<file path="src/rtl/uart_rx_pkg.sv">
// ----------------------------------------------------------------------------
// Definitions : shared state encoding and width helper for the UART receiver
// Revision    : 1.0
// ----------------------------------------------------------------------------
`default_nettype none

package Definitions;

    typedef enum logic [2:0] {
        IDLE      = 3'd0,
        DATA      = 3'd1,
        PARITY    = 3'd2,
        STOP      = 3'd3,
        WAIT_IDLE = 3'd4
    } rx_state_e;

    // Smallest r with 2**r >= value.
    function automatic int CeilLog2(input int value);
        int result;
        result = 0;
        while ((1 << result) < value) begin
            result = result + 1;
        end
        return result;
    endfunction

endpackage

`default_nettype wire

</file>
<file path="src/rtl/uart_rx_shift.sv">
// ----------------------------------------------------------------------------
// shift_register_sipo : serial-in / parallel-out right-shift register
// Revision            : 1.0
// ----------------------------------------------------------------------------
`default_nettype none

module shift_register_sipo #(
    parameter int Word_Length = 8
) (
    input  logic                   clk,
    input  logic                   rst,
    input  logic                   shift,
    input  logic                   serial_in,
    output logic [Word_Length-1:0] Data_Output
);

    logic [Word_Length-1:0] r_data;

    // New bits enter at the MSB so an LSB-first stream ends up LSB-aligned.
    generate
        if (Word_Length > 1) begin : g_multi
            always_ff @(posedge clk) begin
                if (rst) begin
                    r_data <= '0;
                end else if (shift) begin
                    r_data <= {serial_in, r_data[Word_Length-1:1]};
                end
            end
        end else begin : g_single
            always_ff @(posedge clk) begin
                if (rst) begin
                    r_data <= '0;
                end else if (shift) begin
                    r_data <= serial_in;
                end
            end
        end
    endgenerate

    assign Data_Output = r_data;

endmodule

`default_nettype wire

</file>
<file path="src/rtl/uart_rx.sv">
// ----------------------------------------------------------------------------
// uart_rx : one-bit-per-clock UART receiver with even parity and framing check
// Revision: 1.0
// ----------------------------------------------------------------------------
`default_nettype none

module uart_rx
    import Definitions::*;
#(
    parameter int WORD_LENGHT = 8
) (
    input  logic                   clk,
    input  logic                   rst,
    input  logic                   Rx_in,
    output logic [WORD_LENGHT-1:0] Rx_data,
    output logic                   Rx_valid,
    output logic                   Parity_error,
    output logic                   Frame_error,
    output logic                   Rx_busy
);

    localparam int CNT_W = CeilLog2(WORD_LENGHT + 1);
    localparam logic [CNT_W-1:0] c_LAST_BIT = CNT_W'(WORD_LENGHT - 1);

    rx_state_e              r_state;
    rx_state_e              w_next_state;
    logic [CNT_W-1:0]       r_bit_cnt;
    logic                   r_perr;
    logic [WORD_LENGHT-1:0] r_rx_data;
    logic                   r_rx_valid;
    logic                   r_parity_error;
    logic                   r_frame_error;
    logic [WORD_LENGHT-1:0] w_shreg;
    logic                   w_shift;
    logic                   w_cnt_clr;
    logic                   w_cnt_inc;
    logic                   w_perr_load;
    logic                   w_frame_done;

    shift_register_sipo #(
        .Word_Length (WORD_LENGHT)
    ) u_sipo (
        .clk         (clk),
        .rst         (rst),
        .shift       (w_shift),
        .serial_in   (Rx_in),
        .Data_Output (w_shreg)
    );

    always_ff @(posedge clk) begin
        if (rst) begin
            r_state <= IDLE;
        end else begin
            r_state <= w_next_state;
        end
    end

    always_comb begin
        w_next_state = r_state;
        w_shift      = 1'b0;
        w_cnt_clr    = 1'b0;
        w_cnt_inc    = 1'b0;
        w_perr_load  = 1'b0;
        w_frame_done = 1'b0;
        case (r_state)
            IDLE: begin
                if (!Rx_in) begin
                    w_next_state = DATA;
                    w_cnt_clr    = 1'b1;
                end
            end
            DATA: begin
                w_shift = 1'b1;
                if (r_bit_cnt == c_LAST_BIT) begin
                    w_next_state = PARITY;
                end else begin
                    w_cnt_inc = 1'b1;
                end
            end
            PARITY: begin
                w_perr_load  = 1'b1;
                w_next_state = STOP;
            end
            STOP: begin
                w_frame_done = 1'b1;
                // A low stop bit must not be mistaken for the next start bit.
                w_next_state = Rx_in ? IDLE : WAIT_IDLE;
            end
            WAIT_IDLE: begin
                if (Rx_in) begin
                    w_next_state = IDLE;
                end
            end
            default: begin
                w_next_state = IDLE;
            end
        endcase
    end

    always_ff @(posedge clk) begin
        if (rst) begin
            r_bit_cnt      <= '0;
            r_perr         <= 1'b0;
            r_rx_data      <= '0;
            r_rx_valid     <= 1'b0;
            r_parity_error <= 1'b0;
            r_frame_error  <= 1'b0;
        end else begin
            if (w_cnt_clr) begin
                r_bit_cnt <= '0;
            end else if (w_cnt_inc) begin
                r_bit_cnt <= r_bit_cnt + 1'b1;
            end
            if (w_perr_load) begin
                r_perr <= Rx_in ^ (^w_shreg);
            end
            r_rx_valid <= w_frame_done;
            if (w_frame_done) begin
                r_rx_data      <= w_shreg;
                r_parity_error <= r_perr;
                r_frame_error  <= ~Rx_in;
            end
        end
    end

    assign Rx_data      = r_rx_data;
    assign Rx_valid     = r_rx_valid;
    assign Parity_error = r_parity_error;
    assign Frame_error  = r_frame_error;
    assign Rx_busy      = (r_state != IDLE);

endmodule

`default_nettype wire

</file>
<file path="config.mk">
export PLATFORM = sky130hd
export DESIGN_NAME = uart_rx
export DESIGN_NICKNAME = d
export VERILOG_FILES = /design/src/rtl/uart_rx_pkg.sv /design/src/rtl/uart_rx_shift.sv /design/src/rtl/uart_rx.sv
export SDC_FILE = /design/constraint.sdc
export NUM_CORES = 1
export LEC_CHECK = 0
export CORE_ASPECT_RATIO = 0.9
export CORE_MARGIN = 10
export CORE_UTILIZATION = 52
export CTS_CLUSTER_DIAMETER = 30
export DETAILED_ROUTE_END_ITERATION = 8
export PLACE_DENSITY = 0.76
export SLEW_MARGIN = 20
export SYNTH_ARGS = -nofsm -noshare
export SYNTH_HDL_FRONTEND = slang
export SYNTH_HIERARCHICAL = 1
export SYNTH_SLANG_ARGS = --single-unit
</file>
<file path="constraint.sdc">
create_clock -name clk -period 1.9 [get_ports clk]
set_input_delay 0.19 -clock clk [delete_from_list [all_inputs] [get_ports clk]]
set_output_delay 0.19 -clock clk [all_outputs]
set_load 0.1 [all_outputs]
</file>
=== Word level (Yosys, flattened, before mapping) ===
Index checks and enable logic that the tools add are counted.

* Register bits after elaboration: 27
* Latch bits: 0
* RAM bits: 0
* ROM bits: 0
* Input port bits: 3
* Memories: 0

* Add/subtract/negate cells: 1
* $mul: 0
* Divide/modulo/power cells: 0
* $lt $le $gt $ge: 0
* Eq/ne operators: 8
* Shifts and indexed selects: 0
* Mux-type cells: 12
* Bitwise gates (word level): 2
* Reduce and logical (&&, ||, !) cells: 5

{| class="wikitable"
|+ Operators by type and width
! kind !! number
|-
| $pmux 3 s5 || 1
|-
| $mux 3 || 4
|-
| $reduce_xor 8->1 || 1
|-
| $mux 1 || 7
|-
| $eq 3x2->1 const B || 2
|-
| $ne 2x2->1 const B || 3
|-
| $add 4x1->4 const B || 1
|-
| $eq 4x3->1 const B || 1
|-
| $eq 3x1->1 const B || 1
|-
| $eq 3x3->1 const B || 1
|-
| $logic_not 3->1 || 1
|-
| $reduce_and 3->1 || 1
|-
| $reduce_bool 3->1 || 1
|-
| $reduce_or 2->1 || 1
|-
| $not 1->1 || 1
|-
| $xor 1x1->1 || 1
|}

=== Logic depth before layout (Yosys ltp) ===
* Word-level depth: 3
* Gate-level depth with buffers: 6
* Mapped depth without buffers: 5

=== Hierarchy ===
The synthesis kept the hierarchy.

{| class="wikitable"
|+ By module, submodules not included
! module !! instances !! cells each !! area an instance (sq um) !! sequential area each (sq um)
|-
| uart_rx || 1 || 100 || 852.1 || 380.4
|-
| shift_register_sipo || 1 || 26 || 285.3 || 160.2
|}

=== Least setup slack after synthesis ===
OpenSTA, ideal clock, no wires.

* Kind: register to output
* Start point: register r_state[2]
* End point: output port Rx_busy
* Data arrival time: 1.156 ns
* Required time: 1.710 ns
* Path slack: 0.554 ns
* Cell stages (with the launch flop): 3
* Path through: dfxtp_1 -> buf_6 -> or3_2

* Longest elaborated chain between the ends: 1

{| class="wikitable"
|+ RTL lines
! item !! RTL line !! source
|-
| start: declaration || uart_rx.sv:25 || <nowiki>rx_state_e r_state;</nowiki>
|-
| start signal: assignment || uart_rx.sv:54 || <nowiki>r_state <= w_next_state;</nowiki>
|-
| $reduce_bool 3->1 || uart_rx.sv:130 || <nowiki>assign Rx_busy = (r_state != IDLE);</nowiki>
|-
| end: declaration || uart_rx.sv:19 || <nowiki>output logic Rx_busy</nowiki>
|}

No other way between the ends.

=== Worst setup path after layout ===
Ends and elaborated chain as after synthesis.

==> run summary <==
# resized after CTS: 0
Max-Cap Viols: 0
Seq cells post-synth: 27
RePlAce Congestion: 0.797
I/O Pins: 15
number of post-CTS setup repair buffers: 0
CTS sink cnt: 27
Area growth, synth to finish: 13.2%
dominant cell type by area after synthesis: dfxtp_1
CP max stage cell: or3_2
Synth cell types: 28
Syn Inst Count: 126
syn_area_per_cell: 9.03 sq um
clk buf depth: 2
R2R depth: 4
most frequent cell after synthesis: dfxtp_1
H-tree levels: 1
synthesized area: 0.00114 sq mm
die area: 0.00446 sq mm
final core utilization: 64.7%
crit path time final: 1660 ps
fin crit share: 87.3%
TritonCTS Buffers: 3
most common flop cell mapped by yosys: dfxtp_1
port bufs: 14
via count: 851
critical path depth: 2
Switching Share: 29.6%
syn nets: 130
worst-skew pair later-pin latency: 310 ps
vias in the first global route: 819
DR pass1 iterations: 4
count of flip-flops with a built-in enable after synthesis: 0
Seq/Total Area, Yosys: 47.5%
Ys Warns: 6
Worst setup SP type: flip-flop
nets@finish: 144
outcome: finished, final reports clean
setup TNS: 0 ps
RSZ-0062 raised after global routing: no
Clock power frac: 22.3%
share of power burned in registers: 56.7%
delay-heaviest family, CP: simple AND/OR/NAND/NOR gates
row count: 15
first-pass GRT wire length: 3880 microns
Core Region: 0.00199 sq mm
Leak: 0.517 nW
die width: 69.3 microns
Comb pwr share: 21.0%
vias per inst: 5.19
synth cell count leaders: 27 x dfxtp_1, 21 x nand2_1, 17 x nor2_1
PD cells: 837 mW/mm^2
fmax: 603 MHz
Worst Tran Pin Value: 322 ps
initial core utilization: 57.2%
wire per inst: 13.3 microns
Internal: 0.759 mW
root buffer cell: clkbuf_4
Setup CP Type: reg2out
ys async rst share: 0%
cell breakdown of the critical path: or3_2 > buf_12
Routed Antenna Nets: 0
final max-slew violation count: 0
routed wire length: 2180 microns
initial antenna violation count: 0
Remaining Overflow, GRT: 0
Iter 0 DRT Violations: 79
Crit path arrival time: 1470 ps
# diodes: 0
hold path cells: 2
NetSw: 0.319 mW
CTS tree: built
critical path required time: 1710 ps
layout cell share with drive strength beyond 1: 17.3%
Synth area leaders: dfxtp_1 48%, mux2i_1 7.9%, nand2_1 6.9%, a21oi_1 5.7%, nor2_1 5.6%
max incr delay on CP: 540 ps
Reg clk slew, reported paths: 130 ps
slew margin rel.: 78.3%
top cell type's share of synthesized area: 47.5%
Worst Skew: 1.17 ps
worst-path fanout max: 9
Die H: 64.4 microns
final setup fails: 0
Tot GR Track Use: 10.4%
peak supply drop: 0.638 mV
Final Hold Fails: 0
hpwl dp: 1670 microns
DRC violations left: 0
hold crit path type: reg2reg
pin count of the biggest net entering global routing: 18
Crit. End Element: primary output
CP bufs+invs: 1
hold_buf cts: 0
==> per-layer routing <==
layer	vias up	routed length, microns	global-route usage (%)
met5	-	0	0
met4	0	12	2.26
met3	2	107	4.17
met2	12	1020	17.5
met1	396	1040	12.1
li1	441	-	-
==> tightest hold or removal path, cell delays in order, from the launching register on <==
cell and delay (ps):
dfxtp_1 330, nand2_1 50, a21oi_1 50
==> layout by cell type, fill, tap and decap left out, drive strengths merged, types with 2 or more instances in the layout <==
| master | synthesis | routed |
|---|---|---|
| or3 | 3 | 3 |
| mux2i | 9 | 9 |
| a21oi | 13 | 13 |
| xnor2 | 3 | 3 |
| dfxtp | 27 | 27 |
| nand3 | 2 | 2 |
| nand2 | 21 | 21 |
| xor2 | 4 | 4 |
| o21ai | 4 | 4 |
| buf | 5 | 16 |
| nor2 | 17 | 17 |
| clkbuf | 4 | 4 |
| clkdlybuf4s50 | 0 | 2 |
| inv | 3 | 3 |
==> state kept, by name, indices dropped and copies added, names as in the netlist <==
register	flops
r_bit_cnt	4
u_sipo/Data_Output	8
r_state	3
Frame_error	1
Parity_error	1
r_perr	1
Rx_data	8
Rx_valid	1
==> final timing paths <==
check / startpoint / to / slack, ps
setup / recovery: r_state[2] / Rx_busy / 240
hold reg to reg: Rx_data[6] / Rx_data[6] / 470
hold / removal: Rx_data[6] / Rx_data[6] / 470
setup reg to reg: r_state[0] / r_bit_cnt[3] / 470
==> power groups by stage <==
| stage | registers (mW) | logic, mW | clock network (mW) |
|---|---|---|---|
| detailed placement | 0.623 | 0.227 | 0 |
| global route | 0.615 | 0.245 | 0.275 |
| CTS | 0.611 | 0.228 | 0.249 |
| global placement | 0.622 | 0.223 | 0 |
| finish | 0.611 | 0.226 | 0.241 |
| floorplan | 0.625 | 0.179 | 0 |
==> cell families (layout without fill, tap and decap cells) <==
logic type                 after synthesis  after routing  synth area share, %
adders and majority gates                1              1                 1.10
AOI/OAI and AO/OA                       20             20                 9.90
and+or+nand+nor                         49             49                 19.9
xor gates and xnor gates                 8              8                 7.37
muxes                                    9              9                 7.92
DFF                                     27             27                 47.5
buffers and inverters                   12             25                 6.27
==> through the flow <==
step	hold WS, ps	total power, mW	area, sq um	setup WS [ps]	cells
finish	466	1.08	1290	242	164
global route	497	1.13	1290	189	164
CTS	469	1.09	1290	240	164
floorplan	269	0.803	1140	554	126
global placement	444	0.845	1260	332	160
detailed placement	450	0.850	1260	286	160
==> cell type report <==
type	instances	area, sq um
repair buffers	18	153
flip-flops and latches	27	541
clock buffers	4	26.3
multi-input cells	87	526
fillers	179	702
inverters	3	11.3
well taps	25	31.3
No activity file was read; power rests on OpenSTA's default activity.
